File: src/rtl/mem_alloc_pkg.sv
// rtl/mem_alloc_pkg.sv - widths, state/source encodings and IO base shared by the allocator
package mem_alloc_pkg;

    localparam int ADDR_W = 32;
    localparam int DATA_W = 32;

    localparam logic        TRUE  = 1'b1;
    localparam logic        FALSE = 1'b0;
    localparam logic [31:0] ZERO  = 32'h0000_0000;

    // Byte addresses at or above this belong to the UART/IO window
    localparam logic [ADDR_W-1:0] IO_BASE = 32'h0003_0000;

    typedef enum logic [1:0] {
        ALLOC_IDLE  = 2'd0,
        ALLOC_READ  = 2'd1,
        ALLOC_WRITE = 2'd2
    } alloc_state_e;

    typedef enum logic {
        SRC_IF  = 1'b0,
        SRC_LSB = 1'b1
    } alloc_src_e;

endpackage

File: src/rtl/mem_byte_pack.sv
// rtl/mem_byte_pack.sv - byte lane extract for writes, lane insert with zero-fill for reads
module mem_byte_pack (
    input  logic [31:0] wr_word,
    input  logic [1:0]  wr_lane,
    output logic [7:0]  wr_byte,
    input  logic [31:0] rd_word,
    input  logic [1:0]  rd_lane,
    input  logic [7:0]  rd_byte,
    input  logic [1:0]  rd_cnt,
    output logic [31:0] rd_packed
);

    always_comb begin
        wr_byte   = wr_word[{wr_lane, 3'b000} +: 8];
        rd_packed = rd_word;
        rd_packed[{rd_lane, 3'b000} +: 8] = rd_byte;
        // Lanes beyond the requested byte count always read as zero
        for (int i = 0; i < 4; i++) begin
            if (i > int'(rd_cnt)) begin
                rd_packed[8*i +: 8] = 8'h00;
            end
        end
    end

endmodule

File: src/rtl/mem_alloc.sv
// rtl/mem_alloc.sv - byte-serial RAM allocator for IF fetches and LSB loads/stores; IO_STALL_EN adds UART-full write stalls
import mem_alloc_pkg::*;

module mem_alloc #(
    parameter int AddrWidth = ADDR_W,
    parameter int DataWidth = DATA_W
) (
    input  logic                 clk_in,
    input  logic                 rst_n_in,
    input  logic                 rdy_in,
    input  logic                 if_to_alloc_en_in,
    input  logic [AddrWidth-1:0] if_a_in,
    input  logic [1:0]           if_offset_in,
    output logic                 alloc_to_if_gr_out,
    output logic                 alloc_to_if_en_out,
    output logic [DataWidth-1:0] if_d_out,
    input  logic                 lsb_to_alloc_en_in,
    input  logic                 lsb_wr_in,
    input  logic [AddrWidth-1:0] lsb_a_in,
    input  logic [1:0]           lsb_offset_in,
    input  logic [DataWidth-1:0] lsb_d_in,
    output logic                 alloc_to_lsb_gr_out,
    output logic                 alloc_to_lsb_en_out,
    output logic [DataWidth-1:0] lsb_d_out,
    input  logic                 clear_branch_in,
    input  logic                 io_buffer_full_in,
    input  logic [7:0]           mem_din,
    output logic [7:0]           mem_dout,
    output logic [AddrWidth-1:0] mem_a,
    output logic                 mem_wr
);

    alloc_state_e         state_q, state_d;
    alloc_src_e           src_q, src_d, last_q, last_d;
    logic [AddrWidth-1:0] base_q, base_d;
    logic [1:0]           cnt_q, cnt_d;
    logic [DataWidth-1:0] wdata_q, wdata_d;
    logic [DataWidth-1:0] rbuf_q, rbuf_d;
    logic [2:0]           step_q, step_d;
    logic [AddrWidth-1:0] a_d;
    logic [7:0]           dout_d;
    logic                 wr_d;
    logic                 if_gr_d, lsb_gr_d, if_en_d, lsb_en_d;
    logic [DataWidth-1:0] if_d_d, lsb_d_d;

    logic                 if_req, lsb_req, take_lsb, acc_write, io_stall;
    logic [AddrWidth-1:0] acc_a, step_a, wr_a;
    logic [1:0]           acc_cnt;
    logic [7:0]           wr_byte;
    logic [DataWidth-1:0] rd_packed;
    logic [DataWidth-1:0] pack_wr_word;
    logic [1:0]           pack_wr_lane;

    // A flush only suppresses IF acceptance; LSB traffic is unaffected
    assign if_req    = if_to_alloc_en_in && !clear_branch_in;
    assign lsb_req   = lsb_to_alloc_en_in;
    assign take_lsb  = lsb_req && (!if_req || last_q == SRC_IF);
    assign acc_a     = take_lsb ? lsb_a_in : if_a_in;
    assign acc_cnt   = take_lsb ? lsb_offset_in : if_offset_in;
    assign acc_write = take_lsb && lsb_wr_in;
    assign step_a    = base_q + AddrWidth'(step_q);
    assign wr_a      = (state_q == ALLOC_IDLE) ? acc_a : step_a;

`ifdef IO_STALL_EN
    assign io_stall = io_buffer_full_in && (wr_a >= IO_BASE);
`else
    logic unused_io;
    assign unused_io = io_buffer_full_in ^ wr_a[0];
    assign io_stall  = FALSE;
`endif

    assign pack_wr_word = (state_q == ALLOC_IDLE) ? lsb_d_in : wdata_q;
    assign pack_wr_lane = (state_q == ALLOC_IDLE) ? 2'd0 : step_q[1:0];

    // Read lane lags the step by two: one edge of RAM latency, one of sampling
    mem_byte_pack u_pack (
        .wr_word   (pack_wr_word),
        .wr_lane   (pack_wr_lane),
        .wr_byte   (wr_byte),
        .rd_word   (rbuf_q),
        .rd_lane   (step_q[1:0] - 2'd2),
        .rd_byte   (mem_din),
        .rd_cnt    (cnt_q),
        .rd_packed (rd_packed)
    );

    always_comb begin
        state_d  = state_q;
        src_d    = src_q;
        last_d   = last_q;
        base_d   = base_q;
        cnt_d    = cnt_q;
        wdata_d  = wdata_q;
        rbuf_d   = rbuf_q;
        step_d   = step_q;
        a_d      = mem_a;
        dout_d   = mem_dout;
        wr_d     = FALSE;
        if_gr_d  = FALSE;
        lsb_gr_d = FALSE;
        if_en_d  = FALSE;
        lsb_en_d = FALSE;
        if_d_d   = if_d_out;
        lsb_d_d  = lsb_d_out;

        unique case (state_q)
            ALLOC_IDLE: begin
                if (if_req || lsb_req) begin
                    src_d    = take_lsb ? SRC_LSB : SRC_IF;
                    last_d   = take_lsb ? SRC_LSB : SRC_IF;
                    base_d   = acc_a;
                    cnt_d    = acc_cnt;
                    wdata_d  = lsb_d_in;
                    rbuf_d   = ZERO;
                    if_gr_d  = !take_lsb;
                    lsb_gr_d = take_lsb;
                    a_d      = acc_a;
                    step_d   = 3'd1;
                    if (acc_write) begin
                        state_d = ALLOC_WRITE;
                        if (io_stall) begin
                            step_d = 3'd0;
                        end else begin
                            wr_d   = TRUE;
                            dout_d = wr_byte;
                        end
                    end else begin
                        state_d = ALLOC_READ;
                    end
                end
            end
            ALLOC_READ: begin
                step_d = step_q + 3'd1;
                if (step_q <= {1'b0, cnt_q}) begin
                    a_d = step_a;
                end
                if (step_q >= 3'd2) begin
                    rbuf_d = rd_packed;
                end
                if (step_q == {1'b0, cnt_q} + 3'd2) begin
                    state_d = ALLOC_IDLE;
                    if (src_q == SRC_IF) begin
                        if_en_d = TRUE;
                        if_d_d  = rd_packed;
                    end else begin
                        lsb_en_d = TRUE;
                        lsb_d_d  = rd_packed;
                    end
                end
            end
            ALLOC_WRITE: begin
                if (step_q <= {1'b0, cnt_q}) begin
                    a_d = step_a;
                    if (!io_stall) begin
                        wr_d   = TRUE;
                        dout_d = wr_byte;
                        step_d = step_q + 3'd1;
                    end
                end else begin
                    state_d  = ALLOC_IDLE;
                    lsb_en_d = TRUE;
                end
            end
            default: state_d = ALLOC_IDLE;
        endcase
    end

    // rdy_in low freezes everything, so pending pulses simply persist
    always_ff @(posedge clk_in or negedge rst_n_in) begin
        if (!rst_n_in) begin
            state_q             <= ALLOC_IDLE;
            src_q               <= SRC_IF;
            last_q              <= SRC_IF;
            base_q              <= '0;
            cnt_q               <= '0;
            wdata_q             <= '0;
            rbuf_q              <= '0;
            step_q              <= '0;
            mem_a               <= '0;
            mem_dout            <= '0;
            mem_wr              <= FALSE;
            alloc_to_if_gr_out  <= FALSE;
            alloc_to_lsb_gr_out <= FALSE;
            alloc_to_if_en_out  <= FALSE;
            alloc_to_lsb_en_out <= FALSE;
            if_d_out            <= '0;
            lsb_d_out           <= '0;
        end else if (rdy_in) begin
            state_q             <= state_d;
            src_q               <= src_d;
            last_q              <= last_d;
            base_q              <= base_d;
            cnt_q               <= cnt_d;
            wdata_q             <= wdata_d;
            rbuf_q              <= rbuf_d;
            step_q              <= step_d;
            mem_a               <= a_d;
            mem_dout            <= dout_d;
            mem_wr              <= wr_d;
            alloc_to_if_gr_out  <= if_gr_d;
            alloc_to_lsb_gr_out <= lsb_gr_d;
            alloc_to_if_en_out  <= if_en_d;
            alloc_to_lsb_en_out <= lsb_en_d;
            if_d_out            <= if_d_d;
            lsb_d_out           <= lsb_d_d;
        end
    end

endmodule
File: config.mk
export PLATFORM = sky130hd
export DESIGN_NAME = mem_alloc
export DESIGN_NICKNAME = d
export VERILOG_FILES = /design/src/rtl/mem_alloc_pkg.sv /design/src/rtl/mem_byte_pack.sv /design/src/rtl/mem_alloc.sv
export SDC_FILE = /design/constraint.sdc
export NUM_CORES = 1
export LEC_CHECK = 0
export CAP_MARGIN = 0
export CORE_MARGIN = 2
export CORE_UTILIZATION = 53
export CTS_BUF_LIST = sky130_fd_sc_hd__clkbuf_8
export CTS_CLUSTER_SIZE = 8
export DETAILED_ROUTE_END_ITERATION = 7
export GPL_TIMING_DRIVEN = 0
export HOLD_SLACK_MARGIN = 0.12
export PLACE_DENSITY = 0.83
export SLEW_MARGIN = 20
export SYNTH_ARGS = -nofsm -noshare
export SYNTH_HDL_FRONTEND = slang
export SYNTH_HIERARCHICAL = 1
export SYNTH_SLANG_ARGS = --single-unit
export TNS_END_PERCENT = 30
File: constraint.sdc
create_clock -name clk_in -period 2.9 [get_ports clk_in]
set_input_delay 0.29 -clock clk_in [delete_from_list [all_inputs] [get_ports clk_in]]
set_output_delay 0.29 -clock clk_in [all_outputs]
set_load 0.02 [all_outputs]
==> results of run 1 <==
==> per-layer routing <==
layer	track usage	up-vias
met1	0.366	4203
met4	0.0926	0
li1	-	3787
met3	0.0483	59
met2	0.459	352
met5	0	-
==> stage by stage <==
step / TNS (ps) / total power [mW] / utilization / hold WS (ps) / cells
2_1_floorplan: 0 / 8.12 / - / -5.59 / 869
5_1_grt: 0 / 13.5 / 0.716 / 311 / 1423
3_3_place_gp: -1563700 / 9.95 / 0.676 / 464 / 1356
4_1_cts: 0 / 12.8 / 0.716 / 278 / 1423
6_report: 0 / 12.8 / 0.716 / 285 / 1423
3_5_place_dp: -2300 / 10.1 / 0.679 / 232 / 1358
==> timing repair <==
item / 4_1_cts / 5_1_grt
setup buffers: 0 / 0
resized for setup: 2 / 2
endpoints found under the hold margin: 81 / 0
hold buffers: 2 / 0
setup endpoints to repair: 8 / 1
pin swaps: 0 / 0
==> critical path: cells and delay by family, from the launching register on <==
family                   cells  cell delay [ps]
multiplexers                 1              400
flip-flops                   1              610
buffers and inverters        1              180
AND/OR/NAND/NOR              2              740
AO/OA/AOI/OAI                2              360
adder cells (fa/ha/maj)      1              320
==> cell type report <==
cell class	count	area, um2
buffer	59	340
fill	1429	5560
clock buffer	44	606
inverter	17	63.8
multi-input combinational	579	4950
tap	265	332
sequential	213	5330
clock inverter	20	108
timing repair buffer	226	2300
==> logic make-up after synthesis <==
kind of cell | Yosys count | share of synthesized area
muxes | 187 | 0.202
DFF | 213 | 0.499
AOI/OAI and AO/OA | 195 | 0.138
and+or+nand+nor | 155 | 0.0824
xor gates and xnor gates | 25 | 0.0205
buffers and inverters | 77 | 0.0378
adders and majority gates | 17 | 0.0206
==> layout by cell type, fill, tap and decap left out, types with 16 or more instances in the layout <==
cell	instances
a22o_1	47
a32o_1	18
buf_2	23
clkbuf_1	17
clkbuf_8	44
clkdlybuf4s50_1	221
dfrtp_1	213
ha_1	16
inv_1	33
mux2_2	146
mux2i_1	33
nand2_1	63
o21ai_0	45
xnor2_1	17
==> worst max path at each step <==
stage	to	slack, ps	cells past startpoint
floorplan	mem_dout[0]	320	8
global placement	mem_dout[2]	-7350	1
detailed placement	mem_dout[4]	-300	8
CTS	mem_dout[4]	140	7
global route	mem_dout[1]	20	7
finish	mem_dout[2]	170	7
==> state kept, by name, indices dropped and copies added (netlist names) <==
name,cells
alloc_to_if_en_out,1
mem_wr,1
mem_a,32
alloc_to_lsb_en_out,1
alloc_to_lsb_gr_out,1
rbuf_q,32
mem_dout,8
base_q,32
state_q,2
cnt_q,2
step_q,3
wdata_q,32
last_q,1
lsb_d_out,32
if_d_out,32
alloc_to_if_gr_out,1
==> power groups by stage <==
stage	sequential, mW	combinational [mW]	clock (mW)
6_report	4.49	5.66	2.67
5_1_grt	4.60	6.08	2.83
4_1_cts	4.47	5.65	2.70
3_5_place_dp	4.51	5.62	0
3_3_place_gp	4.47	5.47	0
2_1_floorplan	4.73	3.39	0
==> reports/results.txt, run 1 <==
Outcome = finished, final reports clean
Fmax = 0.367 GHz
Leak pwr = 6.24 nW
DR pass1 iterations = 7
# diodes = 0
Top Metal Used = met4
Die footprint = 0.0213 mm2
Share of post-route cells with drive strength above 1 = 0.226
Critical Path End Type = flip-flop
Async S/R FF share, synth = 1.00
Core area = 0.0196 mm2
CTS tree = done
Req. time, crit path = 3290 ps
Critical path launch point = step_q[0]
Clock sink count = 213
# DRC = 0
Main area contributors after synthesis = dfrtp_1, mux2_2, a22o_1, mux2i_1, nand2_1
Max_cap viols = 0
Mean Syn Cell Area = 12.3 um2
VDD IR max = 0.000567 V
Mapped Cells = 869
CTS Buffer Depth = 3
Period utilization = 0.940
Iter 0 DRT Violations = 609
Slew HR = 0.489
Starting density of the core = 0.545
Reg2reg setup slack = 170 ps
Worst r2r path cells = 7
DR WL met2 = 14200 um
Minimum clock period = 2730 ps
Slew Limit Fails = 0
Area leader, netlist = dfrtp_1
Design Area, Final = 0.0140 mm2
R2r endpoint = mem_dout[2]
Mapped Area = 0.0107 mm2
Distinct cells, synth = 74
Endpoints failing setup = 0
Flops & latches, synth = 213
Net Switching = 4.89 mW
# IOs = 225
Row count = 51
Ys flop type = dfrtp_1
Crit path kind = reg2reg
Mapped Nets = 1002
Root buffer cell = clkbuf_8
Die Span X = 146 um
Clock Power Share = 0.208
Die height = 146 um
Post-synth EDFFs = 0
Area growth from synthesis to layout = 31.3%
Routed wire per std cell = 20.6 um
Global-route wire length before repair = 46800 um
Vias/cell = 5.90
Pin count of the biggest net entering global routing = 86
Worst Max-Slew Pin Slew = 765 ps
WL met3 = 2020 um
I/O Buffers = 222
DP HPWL = 21000 um
RSZ-0062 raised after global routing = false
Slowest Stage Delay on Critical Path = 610 ps
PwrDens = 914 mW/mm2
Synth cell count leaders = dfrtp_1, mux2_2, nand2_1, a22o_1, o21ai_0
Hold Crit Class = in2async
Final setup margin = 173 ps
Nets@finish = 1266
Final Wtd Congestion = 0.899
Pre-CTS WS = -302 ps
Yosys top cell area share = 0.499
Post-DP Area = 0.0133 mm2
Sequential share of power = 0.351
All-Layer GR Usage = 0.275
Routed wire length = 29300 um
Share of total power in combinational logic = 0.442
Layout Skew = 19.8 ps
CP Launch Type = flip-flop
R2r startpoint = step_q[0]
Met1 wire length = 12400 um
Num CTS Buffers = 37
Critical-path cell list = inv_1, ha_1, and3b_1, a21oi_2, a21o_1, nor3_4, mux2_2
Clock Latency Late Sink = 530 ps
Total number of yosys warnings = 6
Reg clk slew, reported paths = 60 ps
Fin. Hold Viols = 0
Peak fanout along the critical path = 13
Routed Antenna Nets = 0
Vias in the first global route = 8680
Switching Share = 0.382
H-Tree Depth = 2
Vias = 8401
Most common cell in the netlist = dfrtp_1
Gr ovfl total = 0
Crit path DAT = 3120 ps
Register area share after synthesis = 0.499
CP max-delay cell = dfrtp_1
Initial antenna violation count = 0
Internal power = 7.93 mW
(Power assumes the default switching activity.)
==> inputs of run 2 (changes only) <==
Settings changed: GPL_TIMING_DRIVEN 0 to default.
==> reports/results.txt, run 2 (synthesized netlist as in run 1, its figures left out) <==
Final Wtd Congestion = 0.822
Leak pwr = 6.11 nW
Core area = 0.0196 mm2
Nets@finish = 1229
Final setup margin = 325 ps
Inst Count DP = 1322
CTS Buffer Depth = 3
Die footprint = 0.0213 mm2
Multi-input gate area = 0.00498 mm2
CTS tree = done
Pin count of the biggest net entering global routing = 69
Critical Path End Type = flip-flop
Worst Max-Slew Pin Slew = 938 ps
PwrDens = 902 mW/mm2
Hold Crit Class = in2async
Sequential cell area = 0.00533 mm2
Gr ovfl total = 0
Vias in the first global route = 8322
Commonest non-fill, non-tap cell in the layout = clkdlybuf4s50_1
Filler instances = 1405
Outcome = finished, final reports clean
Starting density of the core = 0.545
Routed wire per std cell = 19.8 um
Peak fanout along the critical path = 15
CP delay by family, top = compound AO/OA/AOI/OAI gates
# diodes = 0
DP HPWL = 19100 um
VDD IR max = 0.000532 V
Initial antenna violation count = 0
WP buf/inv = 1
Slowest Stage Delay on Critical Path = 560 ps
# DRC = 0
Layout Skew = 19.4 ps
CP Launch Type = flip-flop
WHS = 318 ps
DR pass1 iterations = 5
Total power draw = 12.5 mW
Routed Antenna Nets = 0
Share of post-route cells with drive strength above 1 = 0.221
Post-cts resize count = 0
Slew HR = 0.373
Endpoints failing setup = 0
Area growth from synthesis to layout = 29.7%
Fmax = 0.388 GHz
Post-DP Area = 0.0132 mm2
Reg clk slew, reported paths = 60 ps
Fin. Hold Viols = 0
Global-route wire length before repair = 44300 um
Setup TNS = 0 ps
Minimum clock period = 2580 ps
Critical-path cell list = inv_1, ha_1, and3b_1, a21oi_2, or3_1, o21ai_0, a32o_1
Post-CTS setup buffer count = 0
Die Span X = 146 um
Root buffer cell = clkbuf_8
WL met3 = 1790 um
Period utilization = 0.888
# IOs = 225
I/O Buffers = 223
Util after Layout = 0.707
Top Metal Used = met4
Most frequent cells in the layout = clkdlybuf4s50_1, dfrtp_1, mux2_2, nand2_1, a22o_1
Pre-CTS WS = 355 ps
Vias = 8164
Met1 wire length = 11600 um
DR WL met2 = 13100 um
Num CTS Buffers = 36
Crit path kind = reg2reg
Routed wire length = 27300 um
Row count = 51
All-Layer GR Usage = 0.258
Clock sink count = 213
Hold Buf Count CTS = 1
Iter 0 DRT Violations = 567
Req. time, crit path = 3310 ps
Layout Cells excl Fill = 1380
RSZ-0062 raised after global routing = false
Clock Latency Late Sink = 540 ps
Max_cap viols = 0
CP max-delay cell = or3_1
H-Tree Depth = 2
Die height = 146 um
Vias/cell = 5.92
Design Area, Final = 0.0139 mm2
Slew Limit Fails = 0
Crit path DAT = 2990 ps
run 2: final cells by class:
class | instances | area share
sequential | 213 | 0.385
multi-input combinational | 579 | 0.359
timing repair buffer | 249 | 0.180
clock buffer | 42 | 0.0417
tap | 265 | 0.0239
clock inverter | 15 | 0.00542
inverter | 17 | 0.00461
run 2: final timing paths:
kind | start | to | slack (ps) | cells after the start
max in group asynchronous | rst_n_in | if_d_out[14] | 1640 | 3
worst min-delay path | rst_n_in | mem_a[4] | 320 | 2
worst max register to register | step_q[0] | mem_a[11] | 320 | 7
worst min register to register | mem_a[16] | mem_a[16] | 470 | 1
min in group clk_in | lsb_d_in[5] | wdata_q[5] | 400 | 2
worst max-delay path | step_q[0] | mem_a[11] | 320 | 7
run 2: report_power, final:
group | total (mW) | switching, mW | internal (mW)
sequential | 4.50 | 0.692 | 3.81
combinational | 5.49 | 2.83 | 2.66
clock | 2.51 | 1.20 | 1.32
run 2: routing by layer:
layer	track usage	up-vias
met2	0.415	314
met1	0.346	4092
met3	0.0486	63
met5	0	-
li1	-	3695
met4	0.107	0
run 2: worst register-to-register path, stage by stage, from the launching register on:
cell and delay (ps):
dfrtp_1 460, inv_1 140, ha_1 300, and3b_1 190
a21oi_2 260, or3_1 560, o21ai_0 240, a32o_1 310
==> inputs of run 3 (changes only) <==
Settings changed: CTS_CLUSTER_SIZE 8 to default.
==> reports/results.txt, run 3 (synthesized netlist as in run 1, its figures left out) <==
Reg clk slew, reported paths = 60 ps
Iter 0 DRT Violations = 503
R2r startpoint = cnt_q[0]
Root buffer cell = clkbuf_8
Period utilization = 0.886
Slew HR = 0.373
Clock Latency Late Sink = 540 ps
Die Span X = 146 um
Row count = 51
PwrDens = 908 mW/mm2
Pin count of the biggest net entering global routing = 69
Vias/cell = 5.93
Crit path DAT = 2980 ps
CP max-delay cell = dfrtp_1
Worst r2r path cells = 6
VDD IR max = 0.000544 V
All-Layer GR Usage = 0.258
# DRC = 0
Vias in the first global route = 8306
Most frequent cells in the layout = clkdlybuf4s50_1, dfrtp_1, mux2_2, nand2_1, a22o_1
RSZ-0062 raised after global routing = false
Layout Skew = 20.0 ps
Commonest non-fill, non-tap cell in the layout = clkdlybuf4s50_1
CP Launch Type = flip-flop
DP HPWL = 19100 um
Fmax = 0.389 GHz
Slew Limit Fails = 0
Clock sink count = 213
Endpoints failing setup = 0
CTS tree = done
Routed wire per std cell = 19.8 um
Die footprint = 0.0213 mm2
Slowest Stage Delay on Critical Path = 590 ps
DR pass1 iterations = 5
Max_cap viols = 0
WP buf/inv = 0
Crit path kind = reg2reg
Setup TNS = 0 ps
Reg2reg setup slack = 330 ps
CTS Buffer Depth = 3
Worst Max-Slew Pin Slew = 937 ps
Nets@finish = 1229
Peak fanout along the critical path = 15
Minimum clock period = 2570 ps
Final Wtd Congestion = 0.822
Die height = 146 um
Routed Antenna Nets = 0
I/O Buffers = 223
Share of post-route cells with drive strength above 1 = 0.224
Post-cts resize count = 0
H-Tree Depth = 2
Vias = 8195
Global-route wire length before repair = 44400 um
Critical Path End Type = flip-flop
Starting density of the core = 0.545
R2r endpoint = mem_a[11]
CP delay by family, top = compound AO/OA/AOI/OAI gates
Fin. Hold Viols = 0
Area growth from synthesis to layout = 30.0%
Num CTS Buffers = 36
WHS = 309 ps
Gr ovfl total = 0
Util after Layout = 0.709
Leak pwr = 6.12 nW
# IOs = 225
Critical-path cell list = ha_1, and3b_1, a21oi_2, or3_1, o21ai_0, a32o_1
Post-CTS setup buffer count = 0
Outcome = finished, final reports clean
Final setup margin = 331 ps
Req. time, crit path = 3310 ps
Core area = 0.0196 mm2
Hold Crit Class = in2async
Initial antenna violation count = 0
# diodes = 0
Pre-CTS WS = 355 ps
Routed wire length = 27400 um
[run 3: report_power, final]
group / total [mW] / internal [mW] / switching, mW / leakage (nW)
clock network: 2.61 / 1.40 / 1.21 / 0.389
registers: 4.50 / 3.81 / 0.693 / 2.78
logic: 5.49 / 2.66 / 2.83 / 2.96
[run 3: layer usage]
metal  share of wire  track usage
met1            0.42        0.347
met3           0.070       0.0489
met5               0            0
met4           0.033        0.106
met2            0.48        0.414
[run 3: final cells by class]
class / count / area (um2)
inverter: 17 / 63.8
timing repair buffer: 249 / 2500
sequential: 213 / 5330
multi-input combinational: 579 / 4980
tap: 265 / 332
clock buffer: 45 / 619
clock inverter: 14 / 72.6
fill: 1401 / 5700
[run 3: timing repair]
| action | CTS | global route |
|---|---|---|
| endpoints found under the hold margin | 62 | 0 |
| hold buffers | 1 | 0 |
| endpoints found under the setup margin | 0 | 0 |
[run 3: worst max-delay path by stage]
| stage | startpoint | to | slack, ps | depth (start not counted) |
|---|---|---|---|---|
| 6_report | cnt_q[0] | mem_a[11] | 330 | 6 |
| 5_1_grt | cnt_q[0] | mem_a[11] | 210 | 6 |
| 4_1_cts | step_q[0] | mem_a[11] | 360 | 7 |
| 3_5_place_dp | if_to_alloc_en_in | mem_a[28] | 350 | 7 |
| 3_3_place_gp | if_to_alloc_en_in | mem_a[28] | 340 | 7 |
| 2_1_floorplan | state_q[0] | mem_dout[0] | 320 | 8 |
[run 3: metrics by stage]
stage	power (mW)	area, um2	std cells
after detailed placement	10.0	13200	1322
after floorplan	8.12	10700	869
final	12.6	13900	1382
after global placement	9.80	13200	1322
after global routing	13.3	13900	1382
after CTS	12.6	13900	1382
